==> src/rtl/multi_ctrl_pkg.sv <==
// Shared encodings for the multi-cycle MIPS control unit: opcodes, FSM states,
// and the datapath mux/ALU codes used by the datapath and the bench.
package multi_ctrl_pkg;

    localparam logic [5:0] OP_R   = 6'h00;
    localparam logic [5:0] OP_LW  = 6'h23;
    localparam logic [5:0] OP_SW  = 6'h2B;
    localparam logic [5:0] OP_BEQ = 6'h04;
    localparam logic [5:0] OP_J   = 6'h02;

    typedef enum logic [3:0] {
        S_FETCH  = 4'd0,
        S_DECODE = 4'd1,
        S_MEMADR = 4'd2,
        S_MEMRD  = 4'd3,
        S_MEMWB  = 4'd4,
        S_MEMWR  = 4'd5,
        S_EXEC   = 4'd6,
        S_RWB    = 4'd7,
        S_BEQ    = 4'd8,
        S_JUMP   = 4'd9,
        S_HALT   = 4'd10
    } state_e;

    localparam logic [1:0] SRCB_B     = 2'b00;
    localparam logic [1:0] SRCB_FOUR  = 2'b01;
    localparam logic [1:0] SRCB_IMM   = 2'b10;
    localparam logic [1:0] SRCB_IMMSH = 2'b11;

    localparam logic [1:0] ALU_ADD   = 2'b00;
    localparam logic [1:0] ALU_SUB   = 2'b01;
    localparam logic [1:0] ALU_FUNCT = 2'b10;

    localparam logic [1:0] PCSRC_ALU    = 2'b00;
    localparam logic [1:0] PCSRC_ALUOUT = 2'b01;
    localparam logic [1:0] PCSRC_JUMP   = 2'b10;

    typedef struct packed {
        logic       pc_write;
        logic       pc_write_cond;
        logic       i_or_d;
        logic       mem_read;
        logic       mem_write;
        logic       ir_write;
        logic       mem_to_reg;
        logic       reg_dst;
        logic       reg_write;
        logic       alu_src_a;
        logic [1:0] alu_src_b;
        logic [1:0] alu_op;
        logic [1:0] pc_source;
    } ctrl_t;

    function automatic logic op_supported(logic [5:0] op);
        case (op)
            OP_R, OP_LW, OP_SW, OP_BEQ, OP_J: return 1'b1;
            default:                          return 1'b0;
        endcase
    endfunction

endpackage

==> src/rtl/multi_ctrl.sv <==
// Moore FSM sequencing the shared multi-cycle MIPS datapath.
// Define MULTI_CTRL_MEMWAIT_EN to stall FETCH/MEMRD/MEMWR on mem_ready.
module multi_ctrl
    import multi_ctrl_pkg::*;
#(
    parameter int STATE_W      = 4,
    parameter int ILLEGAL_TRAP = 0
) (
    input  logic               clk,
    input  logic               rst,
    input  logic [5:0]         OP,
    input  logic               mem_ready,
    output logic               PCWrite,
    output logic               PCWriteCond,
    output logic               IorD,
    output logic               MemRead,
    output logic               MemWrite,
    output logic               IRWrite,
    output logic               MemtoReg,
    output logic               RegDst,
    output logic               RegWrite,
    output logic               ALUSrcA,
    output logic [1:0]         ALUSrcB,
    output logic [1:0]         ALUop,
    output logic [1:0]         PCSource,
    output logic [STATE_W-1:0] state,
    output logic               illegal
);

    logic [STATE_W-1:0] state_q, state_d;
    ctrl_t              ctrl;
    ctrl_t              ctrl_g;
    logic               illegal_c;
    logic               mem_go;

`ifdef MULTI_CTRL_MEMWAIT_EN
    assign mem_go = mem_ready;
`else
    logic mem_ready_unused;
    assign mem_ready_unused = mem_ready;
    assign mem_go           = 1'b1;
`endif

    always_ff @(posedge clk or negedge rst) begin
        if (!rst) state_q <= STATE_W'(S_FETCH);
        else      state_q <= state_d;
    end

    always_comb begin
        state_d   = STATE_W'(S_FETCH);
        ctrl      = '0;
        illegal_c = 1'b0;
        case (state_q)
            STATE_W'(S_FETCH): begin
                ctrl.mem_read  = 1'b1;
                ctrl.alu_src_b = SRCB_FOUR;
                ctrl.ir_write  = mem_go;
                ctrl.pc_write  = mem_go;
                state_d        = mem_go ? STATE_W'(S_DECODE) : STATE_W'(S_FETCH);
            end
            STATE_W'(S_DECODE): begin
                ctrl.alu_src_b = SRCB_IMMSH;
                case (OP)
                    OP_LW, OP_SW: state_d = STATE_W'(S_MEMADR);
                    OP_R:         state_d = STATE_W'(S_EXEC);
                    OP_BEQ:       state_d = STATE_W'(S_BEQ);
                    OP_J:         state_d = STATE_W'(S_JUMP);
                    default: begin
                        illegal_c = 1'b1;
                        state_d   = (ILLEGAL_TRAP != 0) ? STATE_W'(S_HALT) : STATE_W'(S_FETCH);
                    end
                endcase
            end
            STATE_W'(S_MEMADR): begin
                ctrl.alu_src_a = 1'b1;
                ctrl.alu_src_b = SRCB_IMM;
                state_d        = (OP == OP_LW) ? STATE_W'(S_MEMRD) : STATE_W'(S_MEMWR);
            end
            STATE_W'(S_MEMRD): begin
                ctrl.mem_read = 1'b1;
                ctrl.i_or_d   = 1'b1;
                state_d       = mem_go ? STATE_W'(S_MEMWB) : STATE_W'(S_MEMRD);
            end
            STATE_W'(S_MEMWB): begin
                ctrl.reg_write  = 1'b1;
                ctrl.mem_to_reg = 1'b1;
            end
            STATE_W'(S_MEMWR): begin
                ctrl.mem_write = 1'b1;
                ctrl.i_or_d    = 1'b1;
                state_d        = mem_go ? STATE_W'(S_FETCH) : STATE_W'(S_MEMWR);
            end
            STATE_W'(S_EXEC): begin
                ctrl.alu_src_a = 1'b1;
                ctrl.alu_op    = ALU_FUNCT;
                state_d        = STATE_W'(S_RWB);
            end
            STATE_W'(S_RWB): begin
                ctrl.reg_write = 1'b1;
                ctrl.reg_dst   = 1'b1;
            end
            STATE_W'(S_BEQ): begin
                ctrl.alu_src_a     = 1'b1;
                ctrl.alu_op        = ALU_SUB;
                ctrl.pc_write_cond = 1'b1;
                ctrl.pc_source     = PCSRC_ALUOUT;
            end
            STATE_W'(S_JUMP): begin
                ctrl.pc_write  = 1'b1;
                ctrl.pc_source = PCSRC_JUMP;
            end
            // HALT is only a legal resting place when trapping is enabled
            STATE_W'(S_HALT): begin
                state_d = (ILLEGAL_TRAP != 0) ? STATE_W'(S_HALT) : STATE_W'(S_FETCH);
            end
            default: state_d = STATE_W'(S_FETCH);
        endcase
    end

    // Outputs drop the moment reset asserts, before the state register reacts
    assign ctrl_g      = rst ? ctrl : '0;
    assign PCWrite     = ctrl_g.pc_write;
    assign PCWriteCond = ctrl_g.pc_write_cond;
    assign IorD        = ctrl_g.i_or_d;
    assign MemRead     = ctrl_g.mem_read;
    assign MemWrite    = ctrl_g.mem_write;
    assign IRWrite     = ctrl_g.ir_write;
    assign MemtoReg    = ctrl_g.mem_to_reg;
    assign RegDst      = ctrl_g.reg_dst;
    assign RegWrite    = ctrl_g.reg_write;
    assign ALUSrcA     = ctrl_g.alu_src_a;
    assign ALUSrcB     = ctrl_g.alu_src_b;
    assign ALUop       = ctrl_g.alu_op;
    assign PCSource    = ctrl_g.pc_source;
    assign state       = rst ? state_q : '0;
    assign illegal     = rst & illegal_c;

endmodule

==> config.mk <==
export PLATFORM = sky130hd
export DESIGN_NAME = multi_ctrl
export DESIGN_NICKNAME = d
export VERILOG_FILES = /design/src/rtl/multi_ctrl_pkg.sv /design/src/rtl/multi_ctrl.sv
export SDC_FILE = /design/constraint.sdc
export NUM_CORES = 1
export LEC_CHECK = 0
export ABC_AREA = 1
export CORE_AREA = 2 2 39 41
export DETAILED_ROUTE_END_ITERATION = 10
export DIE_AREA = 0 0 41 43
export DONT_BUFFER_PORTS = 1
export PLACE_DENSITY = 0.56
export SYNTH_ARGS = -nofsm -noshare
export SYNTH_HDL_FRONTEND = slang
export SYNTH_SLANG_ARGS = --single-unit
==> constraint.sdc <==
create_clock -name clk -period 1.1 [get_ports clk]
set_input_delay 0.33 -clock clk [delete_from_list [all_inputs] [get_ports clk]]
set_output_delay 0.33 -clock clk [all_outputs]
set_load 0.01 [all_outputs]
# Word level (Yosys, flattened, before mapping)
# Cells that the tools add are included.
# totals
ff_bits,4
in_bits,9
output_inout_bits,21
word_cells,44
# classes
n_eq_ne,13
mux,20
bitwise,1
reduce_logical,9
# ops
op,count
4-bit case mux with 5 select lines,1
"4-bit by 3-bit equality test with 1-bit output, second input constant",4
16-bit two-way mux,1
4-bit case mux with 4 select lines,1
"6-bit equality test, second input constant",2
1-bit two-way mux,12
2-bit OR reduction,5
"4-bit by 2-bit equality test with 1-bit output, second input constant",2
"4-bit equality test, second input constant",2
2-bit case mux with 2 select lines,2
"6-bit by 2-bit equality test with 1-bit output, second input constant",1
"6-bit by 3-bit equality test with 1-bit output, second input constant",1
6-bit zero test,1
2-bit case mux with 3 select lines,1
5-bit OR reduction,1
"4-bit by 1-bit equality test with 1-bit output, second input constant",1
4-bit zero test,1
4-bit two-way mux,1
3-bit two-way mux,1
3-bit OR reduction,1
1-bit AND,1

# Logic depth before layout (Yosys ltp)
# Gate-level depths: netlist (run 1).
# logic_depth
word_depth,5
ltp_mapped,7

# Worst setup path before layout (run 1)
# No wires, ideal clock.
# synth_timing
kind,flip-flop to output port
start,register state_q[3]
end,output port PCSource[0]
t_arrival_ns,1.015
required_time_ns,0.770
path_slack_ns,-0.245
stages_incl_launch_ff,6
cell_sequence,dfrtp_1 -> nand2_1 -> inv_1 -> nand2_1 -> nor2_1 -> buf_4
# synth_via
elab_chain_len,3
elab_cells_between_ends,4
# synth_rtl
element,line_no,rtl
"start, declared",multi_ctrl.sv:30,"logic [STATE_W-1:0] state_q, state_d;"
"start signal, assigned",multi_ctrl.sv:45,if (!rst) state_q <= STATE_W'(S_FETCH);
"start signal, assigned",multi_ctrl.sv:46,else state_q <= state_d;
4-bit equality test,multi_ctrl.sv:53,case (state_q)
2-bit case mux with 2 select lines (*),multi_ctrl.sv:53,
16-bit two-way mux (*),multi_ctrl.sv:121,assign ctrl_g = rst ? ctrl : '0;
"end, declared",multi_ctrl.sv:25,"output logic [1:0] PCSource,"
# Mark *: on every way between the ends. The rest lies on a longest branch, timed or not.

# Worst setup path after layout (run 1)
# layout_timing
start,register state_q[3]
end,output port IorD
# layout_via
elab_chain_len,4
elab_cells_between_ends,5
# layout_rtl
element,line_no,rtl
4-bit by 3-bit equality test with 1-bit output / 4-bit by 2-bit equality test with 1-bit output (equally long branches),n/a,
2-bit OR reduction (no line) (*),n/a,
1-bit two-way mux (*),multi_ctrl.sv:53,
16-bit two-way mux (*),multi_ctrl.sv:121,
"end, declared",multi_ctrl.sv:15,"output logic IorD,"
# Marks and branches as above.

==> reports/qor.log, run 1 <==
[setup_path] Top Family by Delay on Critical Path flip-flops
[setup_path] maximum fanout along the worst path 5
[job] MaxCap Viol Count 0
[timing] highest achievable clock rate 0.638 GHz
[synthesis] sequential share of the synthesized area 21.4%
[final_layout] max reg flops 4
[routing] number of iterations in the first detailed-routing pass 3
[synthesis] cells after synthesis 86
[setup_path] CP startpoint kind register
[placed_design] Area after DPL 692 um^2
[routing] Post-Route WL 1610 um
[final_layout] Largest Register state_q
[synthesis] Netlist cell types 16
[clock_network] maximum number of buffers from clock root to sink 2
[global_route] met2 global-route usage 33.1%
[setup_path] CP bufs+invs 1
[floorplan] I/O pin count 30
[power] total leakage power 0.471 nW
[power] maximum VDD drop 0.628 mV
[clock_network] TritonCTS clock tree done
[floorplan] Die Outline Area 1760 um^2
[placed_design] number of buffers added on ports 0
[setup_path] worst flop-to-flop path startpoint state_q[1]
[synthesis] number of flip-flops and latches in the synthesized netlist 4
[floorplan] area of the core region 1380 um^2
[timing] transition time at the pin with the least slew margin 0.232 ns
[worst_hold_path] hold crit path type in -> async
[setup_path] Worst Path Class, Setup reg -> out
[final_layout] most common library cell in the layout ignoring fill and taps buf_4
[setup_path] endpoint kind of the worst setup timing path primary output
[final_layout] largest registers ranked by flip-flop count state_q (4)
[clock_network] clock tree root buffer cell clkbuf_4
[global_route] initial antenna violation count 0
[clock_network] H-Tree Level Count 1
[floorplan] total number of placement rows 14
[final_layout] commonest cells after routing, fill and taps aside 20 x buf_4, 15 x nand2_1, 9 x nor2_1, 9 x inv_2, 9 x nor2_4
[global_route] GRT busiest layer met2
[placed_design] Worst Setup Slack post-DPL -0.200 ns
[floorplan] initial core utilization 33.7%
[timing] number of setup violations in the final report 25
[final_layout] share of layout cells above drive strength 1 64.4%
[final_layout] P&R area growth vs syn 102%
[routing] vias 634
[global_route] met1 Usage GRT 20.7%
[setup_path] depth of the most critical reg-to-reg path 7
[global_route] first-pass GRT wire length 2260 um
[timing] RSZ-0062 raised after global routing true
[clock_network] clock sinks 4
[global_route] vias in the first global route 572
[setup_path] biggest cell delay along the critical path 0.40 ns
[final_layout] ant diodes 0
[final_layout] # nets final 129
[synthesis] post-synth net total 95
[setup_path] flop-to-flop setup slack -0.12 ns
[clock_network] TritonCTS Buffers 3
[placed_design] HPWL after detailed placement 1020 um
[power] ratio of total power to cell area 1340 nW/um^2
[global_route] Total GRT Usage 18.9%
[synthesis] Mapped Area 467 um^2
[routing] number of routed nets with antenna violations 0
[synthesis] synthesized area divided by synthesized cell count 5.43 um^2
[timing] post-layout worst setup margin -0.468 ns
[final_layout] area of all placed cells without fillers 942 um^2
[routing] mean routed wirelength per cell 12.0 um
[timing] part of the cycle the worst path needs 143%
[timing] worst clock skew 0.00170 ns
[synthesis] Synth warnings 0
[setup_path] arrival time at the worst endpoint 1.24 ns
[setup_path] worst path cell trace nor2_2 -> nand2_2 -> buf_4 -> o22ai_4
[timing] final max-slew violation count 0
[setup_path] Slowest cell on crit path dfrtp_1
[setup_path] endpoint of the lowest-slack register-to-register path state_q[2]
[global_route] pin count of the biggest net entering global routing 9
[routing] DRC violation total after the first TritonRoute iteration 4
[timing] Hold Vio Cnt, Final 0
[clock_network] Clk Latency, worst-skew pair 0.23 ns
[run_status] failing checks negative setup slack
[floorplan] Die X 41 um
[timing] shortest clock period the worst path allows after layout 1.57 ns
[final_layout] Layout fillers 123
[global_route] global-route track usage on met3 3.14%
[floorplan] Die Ht 43 um
[setup_path] required time at the worst-slack endpoint 0.77 ns
[routing] DR vias/cell 4.73
[placed_design] routability congestion estimate 0.709
[global_route] total grt overflow 0
[clock_network] clock slew at reported path FFs 0.04 ns
[run_status] result of the run finished, violations left
[routing] drt drc 0
[power] post-route total power 0.00126 W
[timing] worst relative slew slack 84.5%
[through the flow]
stage / utilization, % / hold WS, ns / std cells / TNS [ns]
2_1_floorplan: - / 0.0344 / 86 / -0.903
3_3_place_gp: 50.0 / 0.0346 / 121 / -1.88
3_5_place_dp: 50.0 / 0.0346 / 121 / -2.04
4_1_cts: 61.6 / 0.368 / 130 / -6.69
5_1_grt: 68.1 / 0.380 / 134 / -8.69
6_report: 68.1 / 0.375 / 134 / -7.31
[metal layers]
metal | routed length (um) | up-vias
li1 | - | 330
met1 | 624 | 282
met2 | 899 | 20
met3 | 59 | 2
met4 | 21 | 0
met5 | 0 | -
[worst max path at each step]
| stage | startpoint | end | slack, ns | cells past startpoint |
|---|---|---|---|---|
| 2_1_floorplan | state_q[1] | illegal | -0.12 | 5 |
| 3_3_place_gp | state_q[1] | illegal | -0.17 | 5 |
| 3_5_place_dp | state_q[1] | illegal | -0.20 | 5 |
| 4_1_cts | state_q[3] | illegal | -0.43 | 5 |
| 5_1_grt | state_q[3] | IorD | -0.53 | 4 |
| 6_report | state_q[3] | IorD | -0.47 | 4 |
[cell usage after synthesis]
cell / count / area [um^2]
a21boi_2: 1 / 11.3
a21oi_1: 1 / 5.00
a21oi_2: 1 / 8.76
buf_4: 1 / 7.51
dfrtp_1: 4 / 100
inv_1: 14 / 52.6
inv_2: 2 / 7.51
nand2_1: 24 / 90.1
nand2_2: 2 / 12.5
nand3_1: 6 / 30.0
nand3b_1: 1 / 7.51
nand4_1: 1 / 6.26
nor2_1: 21 / 78.8
nor2_2: 3 / 18.8
nor2_4: 1 / 11.3
o22ai_1: 3 / 18.8
[area by class of cell]
class	instances	area (um^2)	area share (%)
Multi-Input combinational cell	65	467	49.5
Timing Repair Buffer	30	270	28.7
Sequential cell	4	103	10.9
Inverter	16	60.1	6.37
Clock buffer	3	22.5	2.39
Tap cell	16	20.0	2.12
[cells by family (layout without fill, tap and decap cells)]
family / after synthesis / in the layout / synth area share (%)
flops: 4 / 4 / 21.4
compound gates: 6 / 6 / 9.38
simple gates: 59 / 59 / 54.7
buf+inv: 17 / 49 / 14.5
[repair_timing]
action / in CTS / in global routing
hold buffers: 1 / 0
hold endpoints to repair: 4 / 0
pin swaps: 6 / 8
buffers inserted: 6 / 4
resized for setup: 26 / 13
endpoints found under the setup margin: 25 / 25
[power breakdown]
part	leakage (nW)	internal (W)	switching, W
sequential	0.0508	0.000176	0.0000557
combinational	0.406	0.000382	0.000475
clock	0.0138	0.000122	0.0000529
Power figures use the tool's default switching activity.
==> run 2: changes to the inputs <==
--- a/config.mk
+++ b/config.mk
@@ -10,7 +10,6 @@
 export DETAILED_ROUTE_END_ITERATION = 10
 export DIE_AREA = 0 0 41 43
 export DONT_BUFFER_PORTS = 1
-export PLACE_DENSITY = 0.56
 export SYNTH_ARGS = -nofsm -noshare
 export SYNTH_HDL_FRONTEND = slang
 export SYNTH_SLANG_ARGS = --single-unit
==> reports/qor.log, run 2 (synthesized netlist as in run 1, its figures left out) <==
[run_status] result of the run finished, violations left
[run_status] failing checks negative setup slack
[clock_network] TritonCTS Buffers 3 [unchanged]
[setup_path] Top Family by Delay on Critical Path simple AND/OR/NAND/NOR gates
[clock_network] H-Tree Level Count 1 [unchanged]
[timing] post-layout worst setup margin -0.515 ns [-0.0470 ns]
[setup_path] biggest cell delay along the critical path 0.42 ns [+0.02 ns]
[placed_design] total placed cells including tap cells 120 [-0.83%]
[global_route] vias in the first global route 649 [+13%]
[timing] RSZ-0062 raised after global routing true
[final_layout] final cell count without fillers 140 [+4.5%]
[timing] minimum hold slack 0.363 ns [-0.0121 ns]
[routing] DR vias/cell 5.00 [+5.7%]
[floorplan] total number of placement rows 14 [unchanged]
[job] MaxCap Viol Count 0 [unchanged]
[final_layout] ant diodes 0 [unchanged]
[setup_path] required time at the worst-slack endpoint 0.77 ns [about the same]
[routing] DRC violation total after the first TritonRoute iteration 13 [+9]
[placed_design] Area after DPL 684 um^2 [-1.1%]
[setup_path] most frequent cell on the critical path nor2_4
[floorplan] Die X 41 um [unchanged]
[clock_network] clock sinks 4 [unchanged]
[setup_path] maximum fanout along the worst path 4 [-1]
[timing] transition time at the pin with the least slew margin 0.268 ns [+0.0362 ns]
[routing] number of iterations in the first detailed-routing pass 4 [+1]
[floorplan] area of the core region 1380 um^2 [unchanged]
[final_layout] largest registers ranked by flip-flop count state_q (4)
[timing] shortest clock period the worst path allows after layout 1.62 ns [+0.0470 ns]
[routing] mean routed wirelength per cell 16.1 um [+34%]
[setup_path] arrival time at the worst endpoint 1.29 ns [+0.05 ns]
[power] total leakage power 0.509 nW [+8.0%]
[final_layout] area of all placed cells without fillers 1120 um^2 [+18%]
[routing] Post-Route WL 2250 um [+40%]
[worst_hold_path] hold crit path type in -> async
[floorplan] I/O pin count 30 [unchanged]
[timing] worst relative slew slack 82.1% [-2.4 points]
[timing] highest achievable clock rate 0.619 GHz [-2.9%]
[placed_design] Worst Setup Slack post-DPL -0.226 ns [-0.0267 ns]
[final_layout] P&R area growth vs syn 139%
[placed_design] routability congestion estimate 0.721 [+1.7%]
[final_layout] share of layout cells above drive strength 1 72.6% [+8.2 points]
[global_route] first-pass GRT wire length 2930 um [+30%]
[timing] part of the cycle the worst path needs 147% [+4.3 points]
[floorplan] Die Ht 43 um [unchanged]
[final_layout] max reg flops 4 [unchanged]
[power] maximum VDD drop 1.03 mV [+64%]
[global_route] total grt overflow 0 [unchanged]
[global_route] Total GRT Usage 25.1% [+6.2 points]
[routing] drt drc 0 [unchanged]
[setup_path] CP bufs+invs 0 [-1]
[timing] number of setup violations in the final report 25 [unchanged]
[clock_network] clock slew at reported path FFs 0.05 ns [about the same]
[setup_path] Slowest cell on crit path dfrtp_1
[setup_path] worst path cell trace nor2_4 -> nand2_4 -> nor2_4 -> nand3_2 -> nor2_2
[floorplan] Die Outline Area 1760 um^2 [unchanged]
[power] ratio of total power to cell area 1440 nW/um^2 [+7.2%]
[timing] worst clock skew 0.0106 ns [+0.00887 ns]
[placed_design] number of buffers added on ports 0 [unchanged]
[setup_path] Worst Path Class, Setup reg -> out
[timing] final max-slew violation count 0 [unchanged]
[timing] Hold Vio Cnt, Final 0 [unchanged]
[setup_path] endpoint kind of the worst setup timing path primary output
[final_layout] Layout fillers 84 [-32%]
[global_route] initial antenna violation count 0 [unchanged]
[placed_design] HPWL after detailed placement 988 um [-3.1%]
[global_route] pin count of the biggest net entering global routing 8 [-1]
[clock_network] maximum number of buffers from clock root to sink 2 [unchanged]
[final_layout] most common library cell in the layout ignoring fill and taps buf_4
[floorplan] initial core utilization 33.7% [unchanged]
[final_layout] core occupancy in the finished layout 80.7% [+13 points]
[clock_network] clock tree root buffer cell clkbuf_4
[clock_network] TritonCTS clock tree done
[routing] vias 700 [+10%]
[routing] number of routed nets with antenna violations 0 [unchanged]
[final_layout] Largest Register state_q
[clock_network] Clk Latency, worst-skew pair 0.25 ns [+0.02 ns]
[final_layout] # nets final 135 [+4.7%]
[setup_path] CP startpoint kind register
[final_layout] commonest cells after routing, fill and taps aside 21 x buf_4, 15 x nor2_4, 13 x buf_6, 12 x nand2_1
-- run 2: per-layer routing --
layer  GRT usage, %  part of all wire [%]  vias to the layer above
li1               -                     -                      338
met1           27.6                    40                      322
met2           37.8                    50                       30
met3           5.76                   5.4                       10
met4           21.3                   3.9                        0
met5              0                     0                        -
-- run 2: what timing repair did --
action / 4_1_cts / 5_1_grt
resized for setup: 40 / 30
cloned: 0 / 0
hold endpoints to repair: 4 / 0
endpoints found under the setup margin: 24 / 25
hold buffers: 1 / 0
setup buffers: 9 / 8
pin swaps: 13 / 22
-- run 2: where the power goes --
part           internal [W]  total, W  switching, W
logic              0.000521   0.00115      0.000626
registers          0.000176  0.000262     0.0000859
clock network      0.000123  0.000196     0.0000728
total              0.000819   0.00160      0.000784
-- run 2: worst register-to-register path: cells and delay by family, from the launching register on --
| family | cells | cell delay [ns] |
|---|---|---|
| flip-flops | 1 | 0.47 |
| buffers and inverters | 6 | 0.67 |
| AO/OA/AOI/OAI | 1 | 0.11 |
| AND/OR/NAND/NOR | 2 | 0.17 |
-- run 2: cell type report --
cell class / count / area, um^2 / share of cell area (%)
Inverter: 16 / 75.1 / 6.73
Clock buffer: 3 / 22.5 / 2.02
Tap cell: 16 / 20.0 / 1.79
Timing Repair Buffer: 36 / 334 / 29.9
Sequential cell: 4 / 104 / 9.30
Multi-Input combinational cell: 65 / 561 / 50.2
-- run 2: path summary, 6_finish.rpt --
check	slack [ns]	to	startpoint	depth (start not counted)
worst min-delay path	0.36	state_q[2]	rst	1
min in group clk	0.38	state_q[3]	OP[2]	3
worst min register to register	0.87	state_q[1]	state_q[3]	5
worst max-delay path	-0.52	illegal	state_q[2]	5
max in group asynchronous	0.53	state_q[3]	rst	1
worst max register to register	-0.42	state_q[2]	state_q[1]	9
-- run 2: through the flow --
step	TNS, ns	total power, W
floorplan	-0.903	0.000592
global placement	-1.96	0.000782
detailed placement	-2.10	0.000790
CTS	-7.37	0.00129
global route	-10.34	0.00168
finish	-9.41	0.00160
